### src/rtl/sr_monitor.sv
// sr_monitor
//
// Multi-channel correlation run monitor. It samples N_CH correlator status
// words and follows one correlation run from launch to completion. It keeps
// sticky per-channel done and failure flags and enforces an optional run
// timeout. When the run ends, it raises a held interrupt toward the master
// controller.
//
// Ports:
//   clk            system clock, rising edge
//   rst_n          synchronous active-low reset
//   sr             N_CH status words, channel i at sr[i*SR_W +: SR_W]
//   ch_enable      channels taking part in the run, latched on accepted start
//   timeout_cycles run timeout in clk cycles, latched on accepted start, 0 = none
//   start          one-cycle run launch pulse, ignored while a run is active
//   irq_ack        clears irq
//   corr_busy      per channel: run active, enabled, done not yet seen
//   fail_ch        sticky per-channel failure flags of the current/last run
//   failure        OR of fail_ch
//   timeout        sticky: last run ended by timeout
//   all_done       last run completed with every enabled channel done
//   irq            end-of-run interrupt, held until acknowledged or restarted
//   state          0 IDLE, 1 RUN, 2 DONE, 3 ERROR

module sr_monitor #(
  parameter int N_CH     = 4,
  parameter int SR_W     = 32,
  parameter int DONE_BIT = 0,
  parameter int FAIL_BIT = 1,
  parameter int TMO_W    = 24
) (
  input  logic                 clk,
  input  logic                 rst_n,
  input  logic [N_CH*SR_W-1:0] sr,
  input  logic [N_CH-1:0]      ch_enable,
  input  logic [TMO_W-1:0]     timeout_cycles,
  input  logic                 start,
  input  logic                 irq_ack,
  output logic [N_CH-1:0]      corr_busy,
  output logic [N_CH-1:0]      fail_ch,
  output logic                 failure,
  output logic                 timeout,
  output logic                 all_done,
  output logic                 irq,
  output logic [1:0]           state
);

  typedef enum logic [1:0] {
    ST_IDLE  = 2'd0,
    ST_RUN   = 2'd1,
    ST_DONE  = 2'd2,
    ST_ERROR = 2'd3
  } state_t;

  state_t                state_q;
  logic [N_CH*SR_W-1:0]  sr_q;
  logic [N_CH-1:0]       mask;
  logic [N_CH-1:0]       done_seen;
  logic [TMO_W-1:0]      counter;

  logic [N_CH-1:0]       done_q;
  logic [N_CH-1:0]       fail_q;
  logic                  run_fail;
  logic                  run_done;
  logic                  run_tmo;
  logic                  unused_sr_bits;

  // Every status word is registered once before use. All decisions are made
  // on sr_q only, so a change on sr takes effect one edge after it is sampled.
  always_ff @(posedge clk) begin
    if (!rst_n) begin
      sr_q <= '0;
    end else begin
      sr_q <= sr;
    end
  end

  // Pull the done and failure bits out of each registered status word.
  always_comb begin
    done_q = '0;
    fail_q = '0;
    for (int i = 0; i < N_CH; i++) begin
      done_q[i] = sr_q[i*SR_W + DONE_BIT];
      fail_q[i] = sr_q[i*SR_W + FAIL_BIT];
    end
  end

  // The other status bits are sampled along with the rest of the word but
  // have no meaning for this monitor.
  assign unused_sr_bits = ^sr_q;

  // RUN exit conditions. Failure has the highest priority, then completion,
  // then timeout. Completion counts done bits already seen and done bits
  // arriving this cycle. An empty mask therefore completes at once.
  // The counter only holds 1 when a non-zero timeout was latched, so
  // "counter == 1" also implies that the timeout is enabled.
  assign run_fail = |(fail_q & mask);
  assign run_done = (((done_seen | done_q) & mask) == mask);
  assign run_tmo  = (counter == TMO_W'(1));

  // Main run FSM together with all sticky flags and the interrupt.
  // An accepted start re-arms every flag and latches the channel mask and
  // timeout. While in RUN, flags accumulate each edge and the counter runs
  // down until the run exits. DONE and ERROR freeze everything until the
  // next start. The irq acknowledge is applied first, so entering DONE or
  // ERROR on the same edge still leaves irq set.
  always_ff @(posedge clk) begin
    if (!rst_n) begin
      state_q   <= ST_IDLE;
      mask      <= '0;
      done_seen <= '0;
      fail_ch   <= '0;
      timeout   <= 1'b0;
      all_done  <= 1'b0;
      irq       <= 1'b0;
      counter   <= '0;
    end else begin
      if (irq_ack) begin
        irq <= 1'b0;
      end
      case (state_q)
        ST_IDLE, ST_DONE, ST_ERROR: begin
          if (start) begin
            state_q   <= ST_RUN;
            mask      <= ch_enable;
            counter   <= timeout_cycles;
            done_seen <= '0;
            fail_ch   <= '0;
            timeout   <= 1'b0;
            all_done  <= 1'b0;
            irq       <= 1'b0;
          end
        end
        ST_RUN: begin
          done_seen <= done_seen | (done_q & mask);
          fail_ch   <= fail_ch | (fail_q & mask);
          if (counter != '0) begin
            counter <= counter - TMO_W'(1);
          end
          if (run_fail) begin
            state_q <= ST_ERROR;
            irq     <= 1'b1;
          end else if (run_done) begin
            state_q  <= ST_DONE;
            all_done <= 1'b1;
            irq      <= 1'b1;
          end else if (run_tmo) begin
            state_q <= ST_ERROR;
            timeout <= 1'b1;
            irq     <= 1'b1;
          end
        end
        default: begin
          state_q <= ST_IDLE;
        end
      endcase
    end
  end

  // Status decode. It comes from registers only, so there is no
  // combinational path from sr to any output.
  assign corr_busy = (state_q == ST_RUN) ? (mask & ~done_seen) : '0;
  assign failure   = |fail_ch;
  assign state     = state_q;

endmodule
### config.mk
export PLATFORM = sky130hd
export DESIGN_NAME = sr_monitor
export DESIGN_NICKNAME = d
export VERILOG_FILES = /design/src/rtl/sr_monitor.sv
export SDC_FILE = /design/constraint.sdc
export NUM_CORES = 1
export LEC_CHECK = 0
export ABC_AREA = 1
export CORE_ASPECT_RATIO = 0.8
export CORE_MARGIN = 2
export CORE_UTILIZATION = 35
export CTS_CLUSTER_DIAMETER = 80
export CTS_CLUSTER_SIZE = 25
export DETAILED_ROUTE_END_ITERATION = 10
export HOLD_SLACK_MARGIN = 0.15
export PLACE_DENSITY = 0.82
export SLEW_MARGIN = 10
export SYNTH_ARGS = -nofsm -noshare
export SYNTH_HDL_FRONTEND = slang
export SYNTH_SLANG_ARGS = --single-unit
### constraint.sdc
create_clock -name clk -period 3.75 [get_ports clk]
set_input_delay 0.75 -clock clk [delete_from_list [all_inputs] [get_ports clk]]
set_output_delay 0.75 -clock clk [all_outputs]
set_load 0.01 [all_outputs]
# [Word-level counts from Yosys, hierarchy flattened]
# Cells that the tools add are included.
[op_classes] n_addsub=1 mul=0 div_mod_pow=0 order_cmp=0 eq_ne=12 shift=0 muxes=26 bitwise=8 n_reduce_logical=10
[ops] cell="24-bit two-way mux" n=2
[ops] cell="24-bit case mux with 2 select lines" n=1
[ops] cell="24-bit by 1-bit equality test with 1-bit output (second input constant)" n=1
[ops] cell="24-bit nonzero test" n=1
[ops] cell="24-bit by 1-bit subtractor with 24-bit output (second input constant)" n=1
[ops] cell="4-bit AND" n=4
[ops] cell="4-bit case mux with 2 select lines" n=2
[ops] cell="2-bit inequality test (second input constant)" n=6
[ops] cell="4-bit bitwise OR" n=3
[ops] cell="1-bit two-way mux" n=11
[ops] cell="2-bit two-way mux" n=4
[ops] cell="4-bit two-way mux" n=2
[ops] cell="4-bit OR reduction" n=2
[ops] cell="1-bit case mux with 2 select lines" n=3
[ops] cell="2-bit AND reduction" n=3
[ops] cell="2-bit equality test (second input constant)" n=2
[ops] cell="4-bit equality test" n=1
[ops] cell="4-bit inequality test (second input constant)" n=1
[ops] cell="4-bit NOT" n=1
[ops] cell="2-bit case mux with 2 select lines" n=1
[ops] cell="4-bit AND reduction" n=1
[ops] cell="3-bit AND reduction" n=1
[ops] cell="3-bit OR reduction" n=1
[ops] cell="2-bit by 1-bit equality test with 1-bit output (second input constant)" n=1
[ops] cell="2-bit logical NOT" n=1
[totals] register_bits=139 latchBits=0 ram_bits=0 romBits=0 inputBits=160 out_inout_bits=14 memories=0

# [Longest topological paths before layout]
[depth] ltp_word=6 mapped_depth=11 ltp_nobuf=11

# [Least setup slack after synthesis]
# OpenSTA, ideal clock, no wires.
[synth_path] path_type="flip-flop to output port" start="reg state_q[1] (netlist: state[1])" end="out corr_busy[0]" arrival_ps=1006 t_required_ps=3000 setup_slack_ps=1994 path_stages_with_launch=5 path_buffers=1 path_cell_list="dfxtp_1 -> inv_1 -> nand2_1 -> clkbuf_1 -> nor2_1"
[synth_between] elab_chain_len=2
[synth_lines] item="from (decl)" line="55" source="state_t state_q;"
[synth_lines] item="from (signal assigned)" line="109" source="state_q <= ST_IDLE;"
[synth_lines] item="from (signal assigned)" line="124" source="state_q <= ST_RUN;"
[synth_lines] item="from (signal assigned)" line="141" source="state_q <= ST_ERROR;"
[synth_lines] item="2-bit by 1-bit equality test with 1-bit output" line="162" source="assign corr_busy = (state_q == ST_RUN) ? (mask & ~done_seen) : '0;"
[synth_lines] item="4-bit two-way mux" line="162"
[synth_lines] item="to (decl)" line="39" source="output logic [N_CH-1:0] corr_busy,"
# Every way passes these cells.

# [Final worst setup path]
[layout_path] start="reg mask[1]" end="out corr_busy[1]"
[layout_between] elab_chain_len=2
[layout_lines] item="from (decl)" line="57" source="logic [N_CH-1:0] mask;"
[layout_lines] item="from (signal assigned)" line="125" source="mask <= ch_enable;"
[layout_lines] item="4-bit AND" line="162"
[layout_lines] item="4-bit two-way mux" line="162"
# Every way passes these cells.

==> flow_summary.toml <==
[outcome]
status = "complete, no violations"

[synthesis]
syn_area_sq_mm = 0.00282
ys_types = 30
syn_area_per_cell_sq_um = 6.26
synth_top_area_share_pct = 34.8
yosysSeqAreaShare_pct = 34.8
synth-warning-count = 0
synthCells = 450
synth-seq-cells = 49
synth_nets = 613
yosys.area.top_type = "dfxtp_1"
ys_top_cells_by_area = "dfxtp_1 35%, nand2_1 16%, nor2_1 12%, nand3_1 6.0%, inv_1 5.3%"

[clocking]
clkSlewWorstSetupHoldPaths_ps = 90
post_cts_resize_count = 0
cts-root-buf = "clkbuf_8"
cts_setup_buffers = 0
clkLatencyLatePin_ps = 310
clock_sinks = 49
postCtsHoldBufs = 0
cts_made_buffers = 5
cts_tree = "yes"
cts_buffer_depth = 2
h-tree-depth = 2

[routing]
post-route-drc-count = 0
totalWireLength_microns = 7490
ant_nets = 0
drtIter0Drc = 210
dr_total_vias = 3024
routed_via_density = 4.98
wl_per_cell_microns = 12.3
first_pass_iters = 5

[sta]
drv_slew = 0
fin_crit_sh_pct = 64.8
period_minus_slack_ps = 2430
fmax_mhz = 412
rsz0062_at_grt = "false"
worst_pin_slew_ps = 575
relSlewSlack_pct = 61.4
setup_viol = 0
finalHoldViolations = 0
clock_skew_ps = 9.13
tns_ps = 0

[power_and_ir_drop]
p_per_area_mw_per_mm2 = 393
peakVddDrop_v = 0.000163
p_leak_uw = 0.00152

[global_routing]
grt_max_degree = 42
grt_pass1_vias = 2798
antenna_found_initial = 0
grt_pass1_wl_microns = 12600
grt_overflow_total = 0
grt_usage_pct = 17.2

[finish]
nNetsFinal = 661
final_layout_size_suffix_gt1_share_pct = 6.21
diodes = 0
synthToLayoutAreaGrowth_pct = 24.3
final_util_pct = 44.5

[setup_path]
required_ps = 3000
start_kind = "flip-flop"
timing.rr.start = "state[0]"
worstPathMaxFanout = 4
path_class = "reg2out"
ff2ff_path_depth = 10
slowest_stage = "clkdlybuf4s50_1"
worstReg2RegEnd = "counter[9]"
critPathArrivalTime_ps = 1680
cp-end-kind = "output pin"
r2r_slack_ps = 1540
cpPeakStageDelay_ps = 540
path_cells = "inv_1 > or2_2 > nor2_1 > clkdlybuf4s50_1"

[placed_design]
routabilityCongestion = 0.942
io_buffers = 53
dpl.hpwl_microns = 5490

[floorplan]
placement_rows = 29
initial_core_util_pct = 35.8
io_pins = 174
die_width_microns = 104
core_sq_mm = 0.00787
die_area_sq_mm = 0.00879
die_h_microns = 84.3

[run]
drv_cap = 0

[hold_path]
worst_hold_path_type = "reg2reg"
hold-path-endpoint = "done_seen[2]"
whs_path_depth = 2
hp-start = "done_seen[2]"
## power breakdown
| group | total (uW) | switching (uW) | internal (uW) |
|---|---|---|---|
| sequential | 612 | 49.2 | 563 |
| combinational | 445 | 277 | 169 |
| clock | 318 | 185 | 133 |
| total | 1380 | 511 | 865 |
## flip-flops by register name (all words and copies together) (netlist names)
name       count
mask           4
done_seen      4
irq            1
counter       24
timeout        1
state          2
sr_q           8
fail_ch        4
all_done       1
## worst max-delay path by stage
stage,start,end,slack [ps]
floorplan,state[1],corr_busy[0],1990
global placement,start,fail_ch[0],1360
detailed placement,rst_n,counter[18],1310
CTS,mask[1],corr_busy[1],1310
global route,mask[1],corr_busy[1],1250
finish,mask[1],corr_busy[1],1320
## synth_stat cells
cell type and count:
a21boi_0 1, a21oi_1 28, a31oi_1 5, buf_2 5, buf_6 4, clkbuf_1 6
clkinv_1 1, dfxtp_1 49, ha_1 3, inv_1 40, inv_2 2, nand2_1 117
nand2_2 1, nand2_4 1, nand3_1 34, nand3_4 1, nand3b_1 3, nand4_1 10
nor2_1 93, nor2_2 9, nor2_4 2, nor3b_1 2, o21ai_0 15, o21ai_1 6
o21bai_1 3, o2bb2ai_1 1, or2_2 4, or4_1 1, xnor2_1 1, xor2_1 2
## logic make-up (layout without fill, tap and decap cells)
group / Yosys count / in the layout / share of synthesized area, %
AO/OA/AOI/OAI: 59 / 59 / 11.2
XOR/XNOR: 3 / 3 / 0.932
adder cells (fa/ha/maj): 3 / 3 / 1.33
buffers and inverters: 58 / 107 / 9.01
flip-flops: 49 / 49 / 34.8
AND/OR/NAND/NOR: 278 / 278 / 42.7
## metrics by stage
step	power (uW)	std cells	setup slack [ps]	hold slack, ps	instance area (sq um)
2_1_floorplan	930	450	1990	429	2820
3_5_place_dp	1060	599	1310	456	3410
4_1_cts	1380	607	1310	471	3500
3_3_place_gp	1050	599	1360	439	3410
6_report	1380	607	1320	466	3500
5_1_grt	1470	607	1250	498	3500
## worst max-delay path: cells and delay by family (launching register included)
family                 cells  cell delay [ps]
and+or+nand+nor            2              380
DFF                        1              400
buffers and inverters      2              610
## area by class of cell
cell class,count,area (sq um)
Clock buffer,5,68.8
Clock inverter,3,21.3
Fill cell,807,4370
Inverter,43,161
Multi-Input combinational cell,343,1580
Sequential cell,49,981
Tap cell,108,135
Timing Repair Buffer,56,553
## layer usage
layer / routed length [microns] / global-route usage [%]
met4: 40 / 4.05
met1: 3700 / 24.0
met5: 0 / 0
met2: 3230 / 27.4
met3: 522 / 3.42
## placed cells by master, fill, tap and decap left out, drive strengths merged, types with 3 or more instances in the layout
master / n
o21ai: 21
nand3b: 3
inv: 43
or2: 4
nand4: 10
nor2: 104
buf: 3
clkbuf: 5
dfxtp: 49
ha: 3
nand3: 35
clkdlybuf4s50: 53
nand2: 119
a21oi: 28
o21bai: 3
a31oi: 5
Power figures use the tool's default switching activity.
